## src/rtl/instr_fetch_unit_if.sv

```systemverilog
// Fetch-stage bus bundle: the instruction-memory request/ack port, the
// decode-facing valid/ready port and the redirect input from execute.
// master = fetch unit side, slave = memory/decode/execute side.
interface instr_fetch_unit_if #(
    parameter int ADDR_W = 32
);
    logic              imem_req;
    logic [ADDR_W-1:0] imem_addr;
    logic              imem_ack;
    logic [31:0]       imem_rdata;
    logic [31:0]       instr_out;
    logic [ADDR_W-1:0] pc_out;
    logic              instr_valid;
    logic              instr_ready;
    logic              redirect;
    logic [ADDR_W-1:0] redirect_pc;

    modport master (
        output imem_req, imem_addr, instr_out, pc_out, instr_valid,
        input  imem_ack, imem_rdata, instr_ready, redirect, redirect_pc
    );

    modport slave (
        input  imem_req, imem_addr, instr_out, pc_out, instr_valid,
        output imem_ack, imem_rdata, instr_ready, redirect, redirect_pc
    );
endinterface

```

## src/rtl/instr_fetch_unit.sv

```systemverilog
// Instruction-fetch stage: holds the PC, fetches one word per instruction
// over a req/ack handshake, presents it to decode under valid/ready, and
// squashes wrong-path fetches on branch/jump redirects.
// Optional performance counters are enabled by defining IF_PERF_CNT_EN.
module instr_fetch_unit #(
    parameter int                ADDR_W   = 32,
    parameter logic [ADDR_W-1:0] RESET_PC = '0,
    parameter int unsigned       PC_STEP  = 4
) (
    input  logic                      clk,
    input  logic                      reset,
    instr_fetch_unit_if.master        bus
`ifdef IF_PERF_CNT_EN
    ,
    output logic [31:0]               perf_fetched,
    output logic [31:0]               perf_squashed
`endif
);

    typedef enum logic [1:0] {
        S_FETCH,
        S_DRAIN,
        S_VALID
    } state_t;

    state_t            state;
    logic [ADDR_W-1:0] pc;
    logic [ADDR_W-1:0] pc_pending;
    logic [31:0]       instr_q;
    logic [ADDR_W-1:0] pc_out_q;
    logic [ADDR_W-1:0] redirect_target;

    // Redirect targets are always word aligned; the low bits are dropped.
    assign redirect_target = {bus.redirect_pc[ADDR_W-1:2], 2'b00};

    // The request keeps the old address in DRAIN so the outstanding
    // transfer completes on the bus before the redirect takes effect.
    assign bus.imem_req    = !reset && (state == S_FETCH || state == S_DRAIN);
    assign bus.imem_addr   = {pc[ADDR_W-1:2], 2'b00};
    assign bus.instr_valid = !reset && (state == S_VALID);
    assign bus.instr_out   = instr_q;
    assign bus.pc_out      = pc_out_q;

    // Fetch state machine with the PC and the registered decode outputs.
    // NOTE: sequential state uses non-blocking assignments so every register
    // samples pre-edge values regardless of statement order.
    always_ff @(posedge clk) begin
        if (reset) begin
            state      <= S_FETCH;
            pc         <= RESET_PC;
            pc_pending <= RESET_PC;
            instr_q    <= '0;
            pc_out_q   <= '0;
        end else begin
            case (state)
                S_FETCH: begin
                    if (bus.imem_ack) begin
                        if (bus.redirect) begin
                            pc <= redirect_target;
                        end else begin
                            instr_q  <= bus.imem_rdata;
                            pc_out_q <= pc;
                            state    <= S_VALID;
                        end
                    end else if (bus.redirect) begin
                        pc_pending <= redirect_target;
                        state      <= S_DRAIN;
                    end
                end
                S_DRAIN: begin
                    if (bus.imem_ack) begin
                        // A redirect landing with the ack is the newest one.
                        pc    <= bus.redirect ? redirect_target : pc_pending;
                        state <= S_FETCH;
                    end else if (bus.redirect) begin
                        pc_pending <= redirect_target;
                    end
                end
                S_VALID: begin
                    if (bus.redirect) begin
                        pc    <= redirect_target;
                        state <= S_FETCH;
                    end else if (bus.instr_ready) begin
                        pc    <= pc + ADDR_W'(PC_STEP);
                        state <= S_FETCH;
                    end
                end
                default: state <= S_FETCH;
            endcase
        end
    end

`ifdef IF_PERF_CNT_EN
    logic fetched_evt;
    logic squashed_evt;

    // Classify this cycle's events: accepted instruction or squashed work.
    // NOTE: every always_comb output gets a default first so no latch is inferred.
    always_comb begin
        fetched_evt  = 1'b0;
        squashed_evt = 1'b0;
        case (state)
            S_FETCH: squashed_evt = bus.imem_ack && bus.redirect;
            S_DRAIN: squashed_evt = bus.imem_ack;
            S_VALID: begin
                squashed_evt = bus.redirect;
                fetched_evt  = !bus.redirect && bus.instr_ready;
            end
            default: ;
        endcase
    end

    // Free-running wrap-around event counters.
    always_ff @(posedge clk) begin
        if (reset) begin
            perf_fetched  <= '0;
            perf_squashed <= '0;
        end else begin
            if (fetched_evt)  perf_fetched  <= perf_fetched + 32'd1;
            if (squashed_evt) perf_squashed <= perf_squashed + 32'd1;
        end
    end
`endif

endmodule

```

## src/flat_wrapper.sv

```systemverilog
// flat-port wrapper written by rule: the top's interface ports become plain ports
module instr_fetch_unit_flat 
#(
    parameter int                ADDR_W   = 32,
    parameter logic [ADDR_W-1:0] RESET_PC = '0,
    parameter int unsigned       PC_STEP  = 4
)
  (clk, reset, bus_imem_req, bus_imem_addr, bus_instr_out, bus_pc_out, bus_instr_valid, bus_imem_ack, bus_imem_rdata, bus_instr_ready, bus_redirect, bus_redirect_pc);
  instr_fetch_unit_if #(.ADDR_W(ADDR_W)) bus_i ();
  input  logic clk;
  input  logic reset;
  output wire logic [$bits(bus_i.imem_req)-1:0] bus_imem_req;
  output wire logic [$bits(bus_i.imem_addr)-1:0] bus_imem_addr;
  output wire logic [$bits(bus_i.instr_out)-1:0] bus_instr_out;
  output wire logic [$bits(bus_i.pc_out)-1:0] bus_pc_out;
  output wire logic [$bits(bus_i.instr_valid)-1:0] bus_instr_valid;
  input wire logic [$bits(bus_i.imem_ack)-1:0] bus_imem_ack;
  input wire logic [$bits(bus_i.imem_rdata)-1:0] bus_imem_rdata;
  input wire logic [$bits(bus_i.instr_ready)-1:0] bus_instr_ready;
  input wire logic [$bits(bus_i.redirect)-1:0] bus_redirect;
  input wire logic [$bits(bus_i.redirect_pc)-1:0] bus_redirect_pc;
  assign bus_imem_req = bus_i.imem_req;
  assign bus_imem_addr = bus_i.imem_addr;
  assign bus_instr_out = bus_i.instr_out;
  assign bus_pc_out = bus_i.pc_out;
  assign bus_instr_valid = bus_i.instr_valid;
  assign bus_i.imem_ack = bus_imem_ack;
  assign bus_i.imem_rdata = bus_imem_rdata;
  assign bus_i.instr_ready = bus_instr_ready;
  assign bus_i.redirect = bus_redirect;
  assign bus_i.redirect_pc = bus_redirect_pc;
  instr_fetch_unit #(.ADDR_W(ADDR_W), .RESET_PC(RESET_PC), .PC_STEP(PC_STEP)) u_core (.clk(clk), .reset(reset), .bus(bus_i));
endmodule
```

## config.mk

```make
export PLATFORM = sky130hd
export DESIGN_NAME = instr_fetch_unit_flat
export DESIGN_NICKNAME = d
export VERILOG_FILES = /design/src/rtl/instr_fetch_unit_if.sv /design/src/rtl/instr_fetch_unit.sv /design/src/flat_wrapper.sv
export SDC_FILE = /design/constraint.sdc
export NUM_CORES = 1
export LEC_CHECK = 0
export CORE_MARGIN = 4
export CORE_UTILIZATION = 39
export CTS_BUF_LIST = sky130_fd_sc_hd__clkbuf_2
export CTS_CLUSTER_DIAMETER = 150
export DETAILED_ROUTE_END_ITERATION = 12
export PLACE_DENSITY_LB_ADDON = 0.05
export SLEW_MARGIN = 40
export SYNTH_ARGS = -nofsm -noshare
export SYNTH_HDL_FRONTEND = slang
export SYNTH_SLANG_ARGS = --single-unit
```

## constraint.sdc

```tcl
create_clock -name clk -period 3.75 [get_ports clk]
set_clock_uncertainty 0.05 [all_clocks]
set_input_delay 0.75 -clock clk [delete_from_list [all_inputs] [get_ports clk]]
set_output_delay 0.75 -clock clk [all_outputs]
set_load 0.01 [all_outputs]
```

---- Word level (Yosys, flattened, before mapping) ----
Cells that the tools add are included.
cells by class
  mux-type cells .......................... 14
  reductions and logical operators ........ 11
  eq/ne operators ......................... 8
  bitwise operators ....................... 2
  add/subtract/negate cells ............... 1
operators with widths
  operator                 count
  $mux W32                 6
  $pmux W32 S3             1
  $add A32 B3 Y32 const B  1
  $mux W2                  6
  $ne A3 B3 Y1 const B     3
  $ne A2 B2 Y1 const B     3
  $pmux W2 S3              1
  $reduce_and A5 Y1        1
  $reduce_and A4 Y1        1
  $reduce_and A3 Y1        1
  $reduce_bool A3 Y1       1
  $eq A2 B1 Y1 const B     1
  $eq A2 B2 Y1 const B     1
  $logic_and A1 B1 Y1      2
  $logic_not A2 Y1         1
  $not A1 Y1               2
  $reduce_and A2 Y1        1
  $reduce_or A2 Y1         1
  $logic_not A1 Y1         1
  $logic_or A1 B1 Y1       1
storage, ports and cells
  bits in registers ....................... 130
  bits of input ports ..................... 69

---- Longest topological paths before layout ----
  word-level depth ........................ 4
  mapped depth ............................ 10
  gate-level depth less buffers ........... 7

---- Worst setup path after synthesis ----
Ideal clock, no wire load.
  path type ............................... input -> output
  start ................................... input port reset
  end ..................................... output port bus_imem_req
  stages .................................. 4
  data arrival time ....................... 1.683 ns
  setup slack ............................. 1.267 ns
  path through ............................ clkbuf_1 clkbuf_1 clkbuf_1 nor2_1
on the way
  word-level cells in the longest chain between the ends .. 2
RTL lines
  item                 RTL line                text
  start, declared      flat_wrapper.sv:11      input logic reset;
  $logic_not A1 Y1     instr_fetch_unit.sv:38  assign bus.imem_req = !reset && (state == S_FETCH || state == S_DRAIN);
  $logic_and A1 B1 Y1  instr_fetch_unit.sv:38
  end, declared        flat_wrapper.sv:12      output wire logic [$bits(bus_i.imem_req)-1:0] bus_imem_req;
No other way between the ends.

---- Worst setup path in the final report ----
  start ................................... register u_core.state[0]
  end ..................................... output port bus_instr_valid
on the way
  word-level cells in the longest chain between the ends .. 2
RTL lines
  item                    RTL line                text
  start, declared         instr_fetch_unit.sv:26  state_t state;
  start signal, assigned  instr_fetch_unit.sv:49  state <= S_FETCH;
  start signal, assigned  instr_fetch_unit.sv:63  state <= S_VALID;
  start signal, assigned  instr_fetch_unit.sv:67  state <= S_DRAIN;
  $eq A2 B2 Y1            instr_fetch_unit.sv:40  assign bus.instr_valid = !reset && (state == S_VALID);
  $logic_and A1 B1 Y1     instr_fetch_unit.sv:40
  end, declared           flat_wrapper.sv:16      output wire logic [$bits(bus_i.instr_valid)-1:0] bus_instr_valid;
No other way between the ends.

==> results.json <==
{
  "crit_top_cell": "inv_1",
  "crit_start": "u_core.state[0]",
  "synth_edf_count": 0,
  "register_area_um2": 2603,
  "yosys_most_used_dff": "dfxtp_1",
  "ys_ff_latch": 130,
  "synth_top_area_cell": "dfxtp_1",
  "die_height_um": 134.3,
  "grt_pass1_vias": 5849,
  "drc": 0,
  "grt_antenna_before_repair": 0,
  "finalSetupViolCount": 0,
  "dp_slack_ps": 661.6,
  "syn-cell-area_um2": 6217,
  "gp_congestion": 0.7899,
  "via_per_inst": 5.332,
  "synth.distinct_cells": 70,
  "total_power_mw": 3.120,
  "worstHoldStart": "reset",
  "io_pins": 167,
  "setup_ws_ps": 577.7,
  "cp_top_family": "buffers and inverters",
  "grt_max_degree": 78,
  "crit_path_max_incr_delay_ps": 550,
  "cp_data_required_time_ps": 2950,
  "cts_resized": 0,
  "coreArea_um2": 15430,
  "grt_pass1_wl_um": 29970,
  "final_util_pct": 51.47,
  "multi_input_area_um2": 3069,
  "crit_fanout": 8,
  "async_flop_share_pct": 0,
  "clock_sinks": 130,
  "start_util_pct": 40.30,
  "path_cells": "inv_1, ha_1, inv_1, nor2_1, clkdlybuf4s50_1",
  "clock_latency_ps": 680,
  "synth_most_common_cell": "nand2_1",
  "die_area_um2": 18030,
  "avgSynthCellArea_um2": 7.733,
  "clk_pin_slew_ps": 160,
  "clockRootBuffer": "clkbuf_2",
  "p_leak_nw": 2.817,
  "dp.cells": 1097,
  "area_delta_synth_final_pct": 27.71,
  "wirelength_um": 18630,
  "ctsLongestPathBuffers": 2,
  "end_kind": "primary output",
  "post-cts-setup-buffers": 0,
  "antenna_cells": 0,
  "status": "completed",
  "vias": 6014,
  "drt_pre_antenna_iters": 6,
  "regToRegStartpoint": "u_core.state[0]",
  "ir_drop_mv": 0.2562,
  "tns_ps": 0,
  "fin_cells": 1128,
  "stdcell_area_um2": 7940,
  "drive_gt1_share_pct": 7.197,
  "report.final.slew_viol_count": 0,
  "p_per_area_nw_per_um2": 392.9,
  "synth_top_area_share_pct": 41.86,
  "synth_commonest_cells": "nand2_1 (212), dfxtp_1 (130), a21oi_1 (115)",
  "yosys-top-cells-area": "dfxtp_1 (42%), nand2_1 (13%), a21oi_1 (9.3%)",
  "fillCellCount": 1518,
  "fmax_mhz": 315.2,
  "fp.dieW_um": 134.3,
  "netlist_instances": 804,
  "cts_buffers": 17,
  "drv_cap": 0,
  "seq_area_frac_synth_pct": 41.86,
  "holdWs_ps": 244.0,
  "nNetsFinal": 979,
  "slew_headroom_pct": 47.96,
  "ant_nets": 0,
  "cts.hold.buffers_added": 0,
  "htree_levels": 4,
  "finalCriticalPeriod_ps": 3172,
  "crit_slowest_cell": "clkdlybuf4s50_1",
  "rsz0062_at_grt": "false",
  "drt_iter0_markers": 377,
  "min_period_over_period_pct": 84.60,
  "start_kind": "register",
  "place_area_um2": 7710,
  "cp.arrival_ps": 2370,
  "num_rows": 45,
  "crit_buf_inv": 3,
  "hold_viol": 0,
  "critPathKind": "register to primary output",
  "grt_use_total_pct": 20.37,
  "portBuffers": 162,
  "dpl.hpwl_um": 12750,
  "wl_per_cell_um": 16.52,
  "ys_warn_count": 0,
  "grt_overflow": 0,
  "worstMarginPinSlew_ps": 778.3,
  "cts_tree": "built",
  "hold_path.class": "input pin to register"
}
## final timing paths
| check | slack, ps | to | cells past startpoint |
|---|---|---|---|
| setup / recovery | 580 | bus_instr_valid | 5 |
| hold / removal | 240 | u_core.bus.pc_out[0] | 2 |
| setup reg to reg | 1150 | u_core.pc[31] | 8 |
| hold reg to reg | 410 | u_core.bus.pc_out[13] | 2 |
## cell families (layout without fill, tap and decap cells)
| group | after synthesis | count (layout) | share of synthesized area, % |
|---|---|---|---|
| adders and majority gates | 5 | 5 | 1.006 |
| AOI/OAI and AO/OA | 227 | 227 | 22.98 |
| muxes | 1 | 1 | 0.1610 |
| DFF | 130 | 130 | 41.86 |
| xor gates and xnor gates | 13 | 13 | 1.831 |
| buffers and inverters | 107 | 219 | 8.975 |
| other | 1 | 2 | 0.06032 |
| and+or+nand+nor | 320 | 320 | 23.12 |
## report_power, final
part           internal [mW]  total [mW]  switching [mW]  leakage, nW
clock network          0.377       0.860           0.483        0.150
logic                  0.325       0.679           0.354         1.61
registers               1.47        1.58           0.108         1.06
total                   2.17        3.12           0.945         2.82
## sequential cells by signal (all words and copies together), names as in the netlist
name / count
u_core.bus.instr_out: 32
u_core.bus.pc_out: 32
u_core.pc: 32
u_core.pc_pending: 32
u_core.state: 2
## layout make-up
type	instances	share of cell area, %
Timing Repair Buffer	174	21.73
Clock inverter	8	1.402
Clock buffer	23	1.450
Tap cell	211	3.325
Multi-Input combinational cell	568	38.65
Inverter	14	0.6618
Sequential cell	130	32.78
## layout by cell type, fill, tap and decap left out, drive strengths merged, types with 3 or more instances in the layout
cell type / count
nand2b: 5
a221oi: 11
a2bb2oi: 3
ha: 5
nand3: 15
dfxtp: 130
inv: 14
xnor2: 5
a22oi: 15
and3: 8
nor2: 40
a21o: 3
a211oi: 14
xor2: 8
and2: 3
o21a: 7
clkinv: 5
buf: 13
a31oi: 5
o21ai: 25
nand4: 9
nand2: 214
clkdlybuf4s50: 161
clkbuf: 23
nor3: 7
a222oi: 6
o211ai: 3
a21oi: 115
bufinv: 3
nor4: 9
o22ai: 3
## layer usage
layer / wire [um] / global-route usage (%) / part of all wire [%] / vias up
li1: - / - / - / 2948
met1: 7973 / 24.83 / 43 / 2863
met2: 9289 / 35.61 / 50 / 187
met3: 1160 / 5.514 / 6.2 / 16
met4: 210 / 5.204 / 1.1 / 0
met5: 0 / 0 / 0 / -
Note: power is estimated with default switching activity, not from simulation.
